[config.mk]
export PLATFORM = sky130hd
export DESIGN_NAME = seg7_scan_ctrl_flat
export DESIGN_NICKNAME = d
export VERILOG_FILES = /design/src/rtl/seg7_scan_ctrl_if.sv /design/src/rtl/seg7_scan_ctrl.sv /design/src/flat_wrapper.sv
export SDC_FILE = /design/constraint.sdc
export NUM_CORES = 1
export LEC_CHECK = 0
export CORE_MARGIN = 2
export CORE_UTILIZATION = 56
export CTS_CLUSTER_DIAMETER = 40
export DETAILED_ROUTE_END_ITERATION = 8
export PLACE_DENSITY = 0.8
export SYNTH_ARGS = -nofsm -noshare
export SYNTH_HDL_FRONTEND = slang
export SYNTH_SLANG_ARGS = --single-unit
export TNS_END_PERCENT = 50
[constraint.sdc]
create_clock -name clk -period 4.6 [get_ports clk]
set_input_delay 1.15 -clock clk [delete_from_list [all_inputs] [get_ports clk]]
set_output_delay 1.15 -clock clk [all_outputs]
set_load 0.1 [all_outputs]
[src/rtl/seg7_scan_ctrl_if.sv]
// Host-side bundle for seg7_scan_ctrl: display value/load strobe in,
// HC595 digit word and frame marker out.
interface seg7_scan_ctrl_if;
  logic        en;
  logic [31:0] data_in;
  logic [7:0]  dp_in;
  logic [7:0]  blank_in;
  logic        load;
  logic [15:0] p_data;
  logic        frame_done;

  modport master (
    output en, data_in, dp_in, blank_in, load,
    input  p_data, frame_done
  );

  modport slave (
    input  en, data_in, dp_in, blank_in, load,
    output p_data, frame_done
  );
endinterface

[src/rtl/seg7_scan_ctrl.sv]
// 8-digit multiplexed 7-segment scanner feeding the HC595 driver as {seg, sel}.
// Optional leading-zero blanking is enabled by defining SEG7_SCAN_LZB_EN.
module seg7_scan_ctrl #(
  parameter int SCAN_DIV = 50000,
  parameter int DIGITS   = 8
) (
  input  logic            clk,
  input  logic            rst,
  seg7_scan_ctrl_if.slave bus
);

  localparam int          DW       = $clog2(SCAN_DIV);
  localparam logic [DW-1:0] DIV_LAST = DW'(SCAN_DIV - 1);
  localparam logic [2:0]  IDX_LAST = 3'(DIGITS - 1);

  typedef struct packed {
    logic [31:0] data;
    logic [7:0]  dp;
    logic [7:0]  blank;
  } disp_t;

  logic [DW-1:0] div_cnt;
  logic [2:0]    digit_idx;
  logic [2:0]    next_idx;
  logic          tick;
  logic          wrap;
  logic          pending;
  disp_t         shadow;
  disp_t         active;
  disp_t         load_val;
  disp_t         frame_val;
  logic [7:0]    lzb;
  logic [3:0]    nib;
  logic          dark;
  logic [7:0]    seg_next;
  logic [7:0]    sel_next;
`ifdef SEG7_SCAN_LZB_EN
  logic          suppress;
`endif

  function automatic logic [6:0] hex7(input logic [3:0] n);
    case (n)
      4'h0:    hex7 = 7'h40;
      4'h1:    hex7 = 7'h79;
      4'h2:    hex7 = 7'h24;
      4'h3:    hex7 = 7'h30;
      4'h4:    hex7 = 7'h19;
      4'h5:    hex7 = 7'h12;
      4'h6:    hex7 = 7'h02;
      4'h7:    hex7 = 7'h78;
      4'h8:    hex7 = 7'h00;
      4'h9:    hex7 = 7'h10;
      4'hA:    hex7 = 7'h08;
      4'hB:    hex7 = 7'h03;
      4'hC:    hex7 = 7'h46;
      4'hD:    hex7 = 7'h21;
      4'hE:    hex7 = 7'h06;
      default: hex7 = 7'h0E;
    endcase
  endfunction

  always_comb begin
    load_val = '{data: bus.data_in, dp: bus.dp_in, blank: bus.blank_in};
    tick     = (div_cnt == DIV_LAST);
    wrap     = tick && (digit_idx == IDX_LAST);
    next_idx = wrap ? 3'd0 : digit_idx + 3'd1;

    // Digit 0 of a new frame must already see the value being committed.
    frame_val = active;
    if (wrap) begin
      if (bus.load)
        frame_val = load_val;
      else if (pending)
        frame_val = shadow;
    end

    lzb = '0;
`ifdef SEG7_SCAN_LZB_EN
    suppress = 1'b1;
    for (int k = DIGITS - 1; k >= 1; k--) begin
      suppress = suppress & (frame_val.data[4*k +: 4] == 4'h0) & ~frame_val.dp[k];
      lzb[k]   = suppress;
    end
`endif

    nib      = frame_val.data[{next_idx, 2'b00} +: 4];
    dark     = frame_val.blank[next_idx] | lzb[next_idx];
    seg_next = dark ? 8'hFF : {~frame_val.dp[next_idx], hex7(nib)};
    sel_next = ~(8'b1 << next_idx);
  end

  always_ff @(posedge clk) begin
    if (rst) begin
      div_cnt        <= '0;
      digit_idx      <= '0;
      pending        <= 1'b0;
      shadow         <= '0;
      active         <= '0;
      bus.p_data     <= 16'hFFFF;
      bus.frame_done <= 1'b0;
    end else begin
      div_cnt        <= tick ? '0 : div_cnt + 1'b1;
      bus.frame_done <= wrap;
      if (tick)
        digit_idx <= next_idx;

      if (wrap) begin
        active  <= frame_val;
        pending <= 1'b0;
        if (bus.load)
          shadow <= load_val;
      end else if (bus.load) begin
        shadow  <= load_val;
        pending <= 1'b1;
      end

      if (!bus.en)
        bus.p_data <= 16'hFFFF;
      else if (tick)
        bus.p_data <= {seg_next, sel_next};
    end
  end

endmodule
[src/flat_wrapper.sv]
// flat-port wrapper written by rule: the top's interface ports become plain ports
module seg7_scan_ctrl_flat 
#(
  parameter int SCAN_DIV = 50000,
  parameter int DIGITS   = 8
)
  (clk, rst, bus_en, bus_data_in, bus_dp_in, bus_blank_in, bus_load, bus_p_data, bus_frame_done);
  seg7_scan_ctrl_if bus_i ();
  input  logic clk;
  input  logic rst;
  input wire logic [$bits(bus_i.en)-1:0] bus_en;
  input wire logic [$bits(bus_i.data_in)-1:0] bus_data_in;
  input wire logic [$bits(bus_i.dp_in)-1:0] bus_dp_in;
  input wire logic [$bits(bus_i.blank_in)-1:0] bus_blank_in;
  input wire logic [$bits(bus_i.load)-1:0] bus_load;
  output wire logic [$bits(bus_i.p_data)-1:0] bus_p_data;
  output wire logic [$bits(bus_i.frame_done)-1:0] bus_frame_done;
  assign bus_i.en = bus_en;
  assign bus_i.data_in = bus_data_in;
  assign bus_i.dp_in = bus_dp_in;
  assign bus_i.blank_in = bus_blank_in;
  assign bus_i.load = bus_load;
  assign bus_p_data = bus_i.p_data;
  assign bus_frame_done = bus_i.frame_done;
  seg7_scan_ctrl #(.SCAN_DIV(SCAN_DIV), .DIGITS(DIGITS)) u_core (.clk(clk), .rst(rst), .bus(bus_i));
endmodule
Yosys cells after proc, flatten, opt, wreduce, memory -nomap -nowiden:

Memories as Yosys holds them, arrays and structs flattened.
Cells that the tools add are included.
W data, S select, Z words.

* register bits after elaboration: 133
* bits in latches: 0
* memory bits (writable): 0
* memory bits (read-only): 120
* output and inout bits: 17
* word-level logic and storage cells: 38
* memories: 2

Memories
* (name not given): words 16, bits a word 7, rd ports 1, clocked after Yosys merged registers in 0, wr ports 0, line seg7_scan_ctrl.sv:42 `case (n)`
* (name not given): words 8, bits a word 1, rd ports 1, clocked after Yosys merged registers in 0, wr ports 0, line seg7_scan_ctrl.sv:87 `dark = frame_val.blank[next_idx] | lzb[next_idx];`

* add/sub/neg operators: 2
* multiply operators: 0
* divide/modulo/power cells: 0
* order comparisons: 1
* eq/ne operators: 2
* shift operators: 2
* multiplexer cells: 10
* bitwise operators: 4
* reductions and logical operators: 4

Operators with widths (number)
* $mux W48: 3
* $shiftx A32 B6 Y4: 1
* $add A16 B1 Y16 const B: 1
* $eq A16 B16 Y1 const B: 1
* $mux W8: 1
* $not A8 Y8: 1
* $shl A1 B3 Y8 const A: 1
* $bmux W1 S3: 2
* $reduce_or A2 Y1: 3
* $lt A3 B4 Y1 const B: 1
* $add A3 B1 Y3 const B: 1
* $eq A3 B3 Y1 const B: 1
* $mux W1: 3
* $mux W3: 1
* $not A1 Y1: 2
* $logic_and A1 B1 Y1: 1
* $or A1 B1 Y1: 1

Depth between registers and ports, before layout:

* word-level depth: 7
* mapped depth: 14
* mapped depth without buffers: 13

Least setup slack after synthesis:

Ideal clock, no wire load.

* path type: input -> register
* start: in bus_load
* end: reg u_core.bus.p_data[11]
* arrival: 3.446 ns
* data required time: 4.474 ns
* path slack: 1.028 ns
* cell stages on the path: 12
* buffers on the path: 2
* cells stage by stage: clkbuf_1 > buf_1 > nand2_1 > a21oi_1 > o21ai_0 > a22o_1 > nor2_1 > inv_1 > ha_1 > mux2_1 > mux2i_1 > a21oi_1

* word-level cells in the longest chain between the ends: 6

Ends and longest elaborated chain
* from (decl): line flat_wrapper.sv:15 `input wire logic [$bits(bus_i.load)-1:0] bus_load;`
* $mux W48 *: line seg7_scan_ctrl.sv:71 `if (bus.load)`
* $mux W48 *: line seg7_scan_ctrl.sv:70 `if (wrap) begin`
* branches (longest 3 deep; another with $mem_v2 Z16 W7)
* $mux W8 *: line seg7_scan_ctrl.sv:88 `seg_next = dark ? 8'hFF : {~frame_val.dp[next_idx], hex7(nib)};`
* to (signal assigned): line seg7_scan_ctrl.sv:120 `bus.p_data <= {seg_next, sel_next};`
* to (decl): line seg7_scan_ctrl_if.sv:19 `output p_data, frame_done`

Mark *: on every way between the ends. The select of a mux whose other input is x is not followed.
A chain may end at the register's enable or synchronous reset.

Worst setup path in the final report:

* start: reg u_core.div_cnt[6]
* end: reg u_core.bus.p_data[11]

* word-level cells in the longest chain between the ends: 7

Ends and longest elaborated chain
* from (decl): line seg7_scan_ctrl.sv:22 `logic [DW-1:0] div_cnt;`
* from (signal assigned): line seg7_scan_ctrl.sv:102 `div_cnt <= tick ? '0 : div_cnt + 1'b1;`
* $eq A16 B16 Y1 *: line seg7_scan_ctrl.sv:64 `tick = (div_cnt == DIV_LAST);`
* branches (longest 6 deep; another with $mem_v2 Z16 W7)

Marks and branches as above.

==> results.md <==
• result of the run: completed
• Worst setup EP type: flop
• wire length on met3: 1030 um
• PortBufs: 68
• die span in y: 106 um
• share of cells above drive strength 1: 8.94%
• number of warning messages in the yosys log: 0
• via count of the first global-routing pass: 4,633
• detailed placer's ending HPWL: 9320 um
• Final Hold Vio Count: 0
• Critical Path Fanout Max: 16
• # Max-Cap Violations: 0
• number of buffers inserted by post-CTS setup repair: 0
• post-synth design cell area: 0.00585 mm^2
• # clock sinks: 133
• count of nets after finishing: 764
• type of element launching the critical path: flop
• antenna violations before repair: 0
• width of the die: 106 um
• number of clock buffers inserted by TritonCTS: 17
• relative slew slack: 30.4%
• slew at the pin closest to its max-slew limit: 1040 ps
• launching element of the worst setup path: u_core.div_cnt[6]$_SDFF_PP0_
• number of hold-repair buffers added at the cts stage: 0
• highest metal layer with signal wires: met4
• Final setup violation count: 0
• setup clock skew after layout: 9.56 ps
• placeable core region: 0.0102 mm^2
• RSZ-0062 raised after global routing: no
• total power divided by cell area: 377 mW/mm^2
• Worst-path clk slew: 60 ps
• diodes inserted: 0
• Resize count post-CTS: 0
• power consumption: 0.00269 W
• Cells after Synth: 653
• leakage power: 2.71 nW
• weighted congestion at the end of routability-driven global placement: 0.895
• required arrival time at the worst endpoint: 4980 ps
• crit-path leading delay family: simple AND/OR/NAND/NOR gates
• Worst-Skew Late Latency: 510 ps
• maximum number of pins on one net before global-route repair: 105
• critical path buffer and inverter count: 1
• sequential fraction of the synthesis area: 45.5%
• share of flip-flops with an asynchronous set or reset: 0%
• Synthesized Nets: 714
• DRT antenna net count: 0
• worst setup slack for register-to-register paths: 920 ps
• DIE AREA: 0.0113 mm^2
• number of unique standard cell types used by synthesis: 66
• overflow left after global routing: 0
• number of ports placed on the die boundary: 69
• TritonCTS clock tree: built
• count of filler cells inserted in the layout: 790
• post-synthesis average cell area: 8.96 um^2
• Vias/cell: 5.89
• total number of vias: 5,020
• detailed-routing wirelength on met1: 6000 um
• Worst IR Drop VDD: 0.263 mV
• GRT Resource Usage Total: 25.2%
• Core Rows: 37
• Worst EP arrival: 4070 ps
• number of synthesized flops with an enable pin: 0
• global-route wire length before repair: 22,600 um
• number of slew-limit violations in the final report: 0
• final worst path period need: 3680 ps
• wire length after detailed routing: 13,900 um
• Area growth syn-to-layout: 22.3%
• setup TNS: 0 ps
• clk buf depth: 2
• hold path start: u_core.div_cnt[0]$_SDFF_PP0_
• number of storage elements in the synthesis netlist: 133
• DRC marker count from the first detailed-route iteration: 272
• most common flop cell mapped by yosys: sky130_fd_sc_hd__dfxtp_1
• startpoint-to-endpoint class of the critical path: flop to flop
• Crit Reg-Reg Startpoint: u_core.div_cnt[6]$_SDFF_PP0_
• class of the most critical hold timing path: flop to flop
• clock tree root driver cell: sky130_fd_sc_hd__clkbuf_8
• slowest cell on the critical path: sky130_fd_sc_hd__or4_4
• average wire per cell in the routed design: 16.3 um
• met2 layer wire length in the routed design: 6560 um
• peak per-stage delay on the critical path: 680 ps
• maximum clock rate: 0.271 GHz
• cell-by-cell trace of the critical path: or4b_4 -> or4_4 -> nand2_1 -> o31ai_1 -> a22o_1 -> nor2_1 -> inv_1 -> ha_1 -> mux2_1 -> mux2i_1 -> a21oi_1
• crit share post-route: 80.1%
• H-tree level count: 4
• Initial Utilization: 57.2%
• router iterations before antenna repair: 7
• number of DRC violations after detailed routing: 0
worst paths after layout:
kind         depth (start not counted)                            endpoint
max                                 11  u_core.bus.p_data[11]$_SDFFE_PP1N_
max reg2reg                         11  u_core.bus.p_data[11]$_SDFFE_PP1N_
min                                  1        u_core.div_cnt[0]$_SDFF_PP0_
min reg2reg                          1        u_core.div_cnt[0]$_SDFF_PP0_
flip-flops by register name, indices dropped and copies added (netlist names):
signal,flops
u_core.bus.frame_done,1
u_core.active,48
u_core.shadow,48
u_core.pending,1
u_core.bus.p_data,16
u_core.digit_idx,3
u_core.div_cnt,16
report_power, final:
part	switching, W	total [W]	internal, W
combinational	0.0000772	0.000153	0.0000757
sequential	0.0000126	0.00119	0.00118
clock	0.000492	0.00135	0.000856
total	0.000582	0.00269	0.00211
layout make-up:
cell class / instances / area, um^2 / share of cell area (%)
clock inverters: 11 / 150 / 2.10
repair buffers: 76 / 733 / 10.3
multi-input cells: 467 / 2960 / 41.3
well taps: 136 / 170 / 2.38
clock buffers: 21 / 449 / 6.28
inverters: 8 / 30.0 / 0.420
flip-flops and latches: 133 / 2660 / 37.2
cells in the mapped netlist, drive strengths merged, types with 3 or more instances:
cell type | count | area (um^2)
nor3 | 14 | 80.1
and2 | 5 | 33.8
a21oi | 26 | 130
a31o | 3 | 26.3
xor2 | 10 | 87.6
or4 | 4 | 41.3
nor4 | 3 | 25.0
and3 | 3 | 18.8
o21ai | 15 | 78.8
mux2 | 3 | 33.8
a211oi | 34 | 260
nor2b | 8 | 50.1
o22ai | 25 | 156
or2 | 3 | 18.8
xnor2 | 4 | 35.0
clkbuf | 29 | 109
nand2b | 4 | 25.0
inv | 8 | 30.0
nand4 | 5 | 31.3
nand3 | 15 | 75.1
nor2 | 127 | 479
mux2i | 55 | 551
ha | 9 | 113
a31oi | 9 | 71.3
nand2 | 43 | 164
a22oi | 3 | 22.5
dfxtp | 133 | 2660
buf | 16 | 101
o211ai | 4 | 35.0
or3 | 3 | 18.8
per-layer routing:
metal | global-route usage [%] | vias to the layer above
li1 | - | 2439
met1 | 33.2 | 2356
met2 | 39.7 | 196
met3 | 6.56 | 29
met4 | 9.87 | 0
met5 | 0 | -
worst register-to-register path: stages, from the launching register on:
cell and delay (ps):
sky130_fd_sc_hd__dfxtp_1 440, sky130_fd_sc_hd__or4b_4 520, sky130_fd_sc_hd__or4_4 680, sky130_fd_sc_hd__nand2_1 280
sky130_fd_sc_hd__o31ai_1 130, sky130_fd_sc_hd__a22o_1 260, sky130_fd_sc_hd__nor2_1 290, sky130_fd_sc_hd__inv_1 160
sky130_fd_sc_hd__ha_1 270, sky130_fd_sc_hd__mux2_1 300, sky130_fd_sc_hd__mux2i_1 140, sky130_fd_sc_hd__a21oi_1 90
per-stage QoR:
step,instance area [um^2],setup WS (ps),instances,util (%),hold WS [ps]
after global routing,7150,641,852,69.9,479
final,7150,916,852,69.9,457
after CTS,7150,935,852,69.9,463
after floorplan,5850,1030,653,-,426
after global placement,6550,928,820,64.0,440
after detailed placement,6550,831,820,64.0,449
placed cells by master, fill, tap and decap left out, drive strengths merged, types with 8 or more instances in the layout:
| master | instances |
|---|---|
| buf | 10 |
| xor2 | 10 |
| o22ai | 25 |
| nand2 | 43 |
| a21oi | 26 |
| nor2 | 127 |
| dfxtp | 133 |
| mux2i | 55 |
| nor2b | 8 |
| a211oi | 34 |
| clkdlybuf4s50 | 66 |
| ha | 9 |
| nor3 | 14 |
| inv | 9 |
| nand3 | 15 |
| clkbuf | 21 |
| a31oi | 9 |
| o21ai | 15 |
cell families after synthesis:
| logic type | Yosys count | share of synthesized area (%) |
|---|---|---|
| AND/OR/NAND/NOR | 245 | 19.5 |
| AO/OA/AOI/OAI | 140 | 16.5 |
| flip-flops | 133 | 45.5 |
| multiplexers | 59 | 10.4 |
| buffers and inverters | 53 | 4.11 |
| XOR/XNOR | 14 | 2.10 |
| adder cells (fa/ha/maj) | 9 | 1.93 |
(Power assumes the default switching activity.)
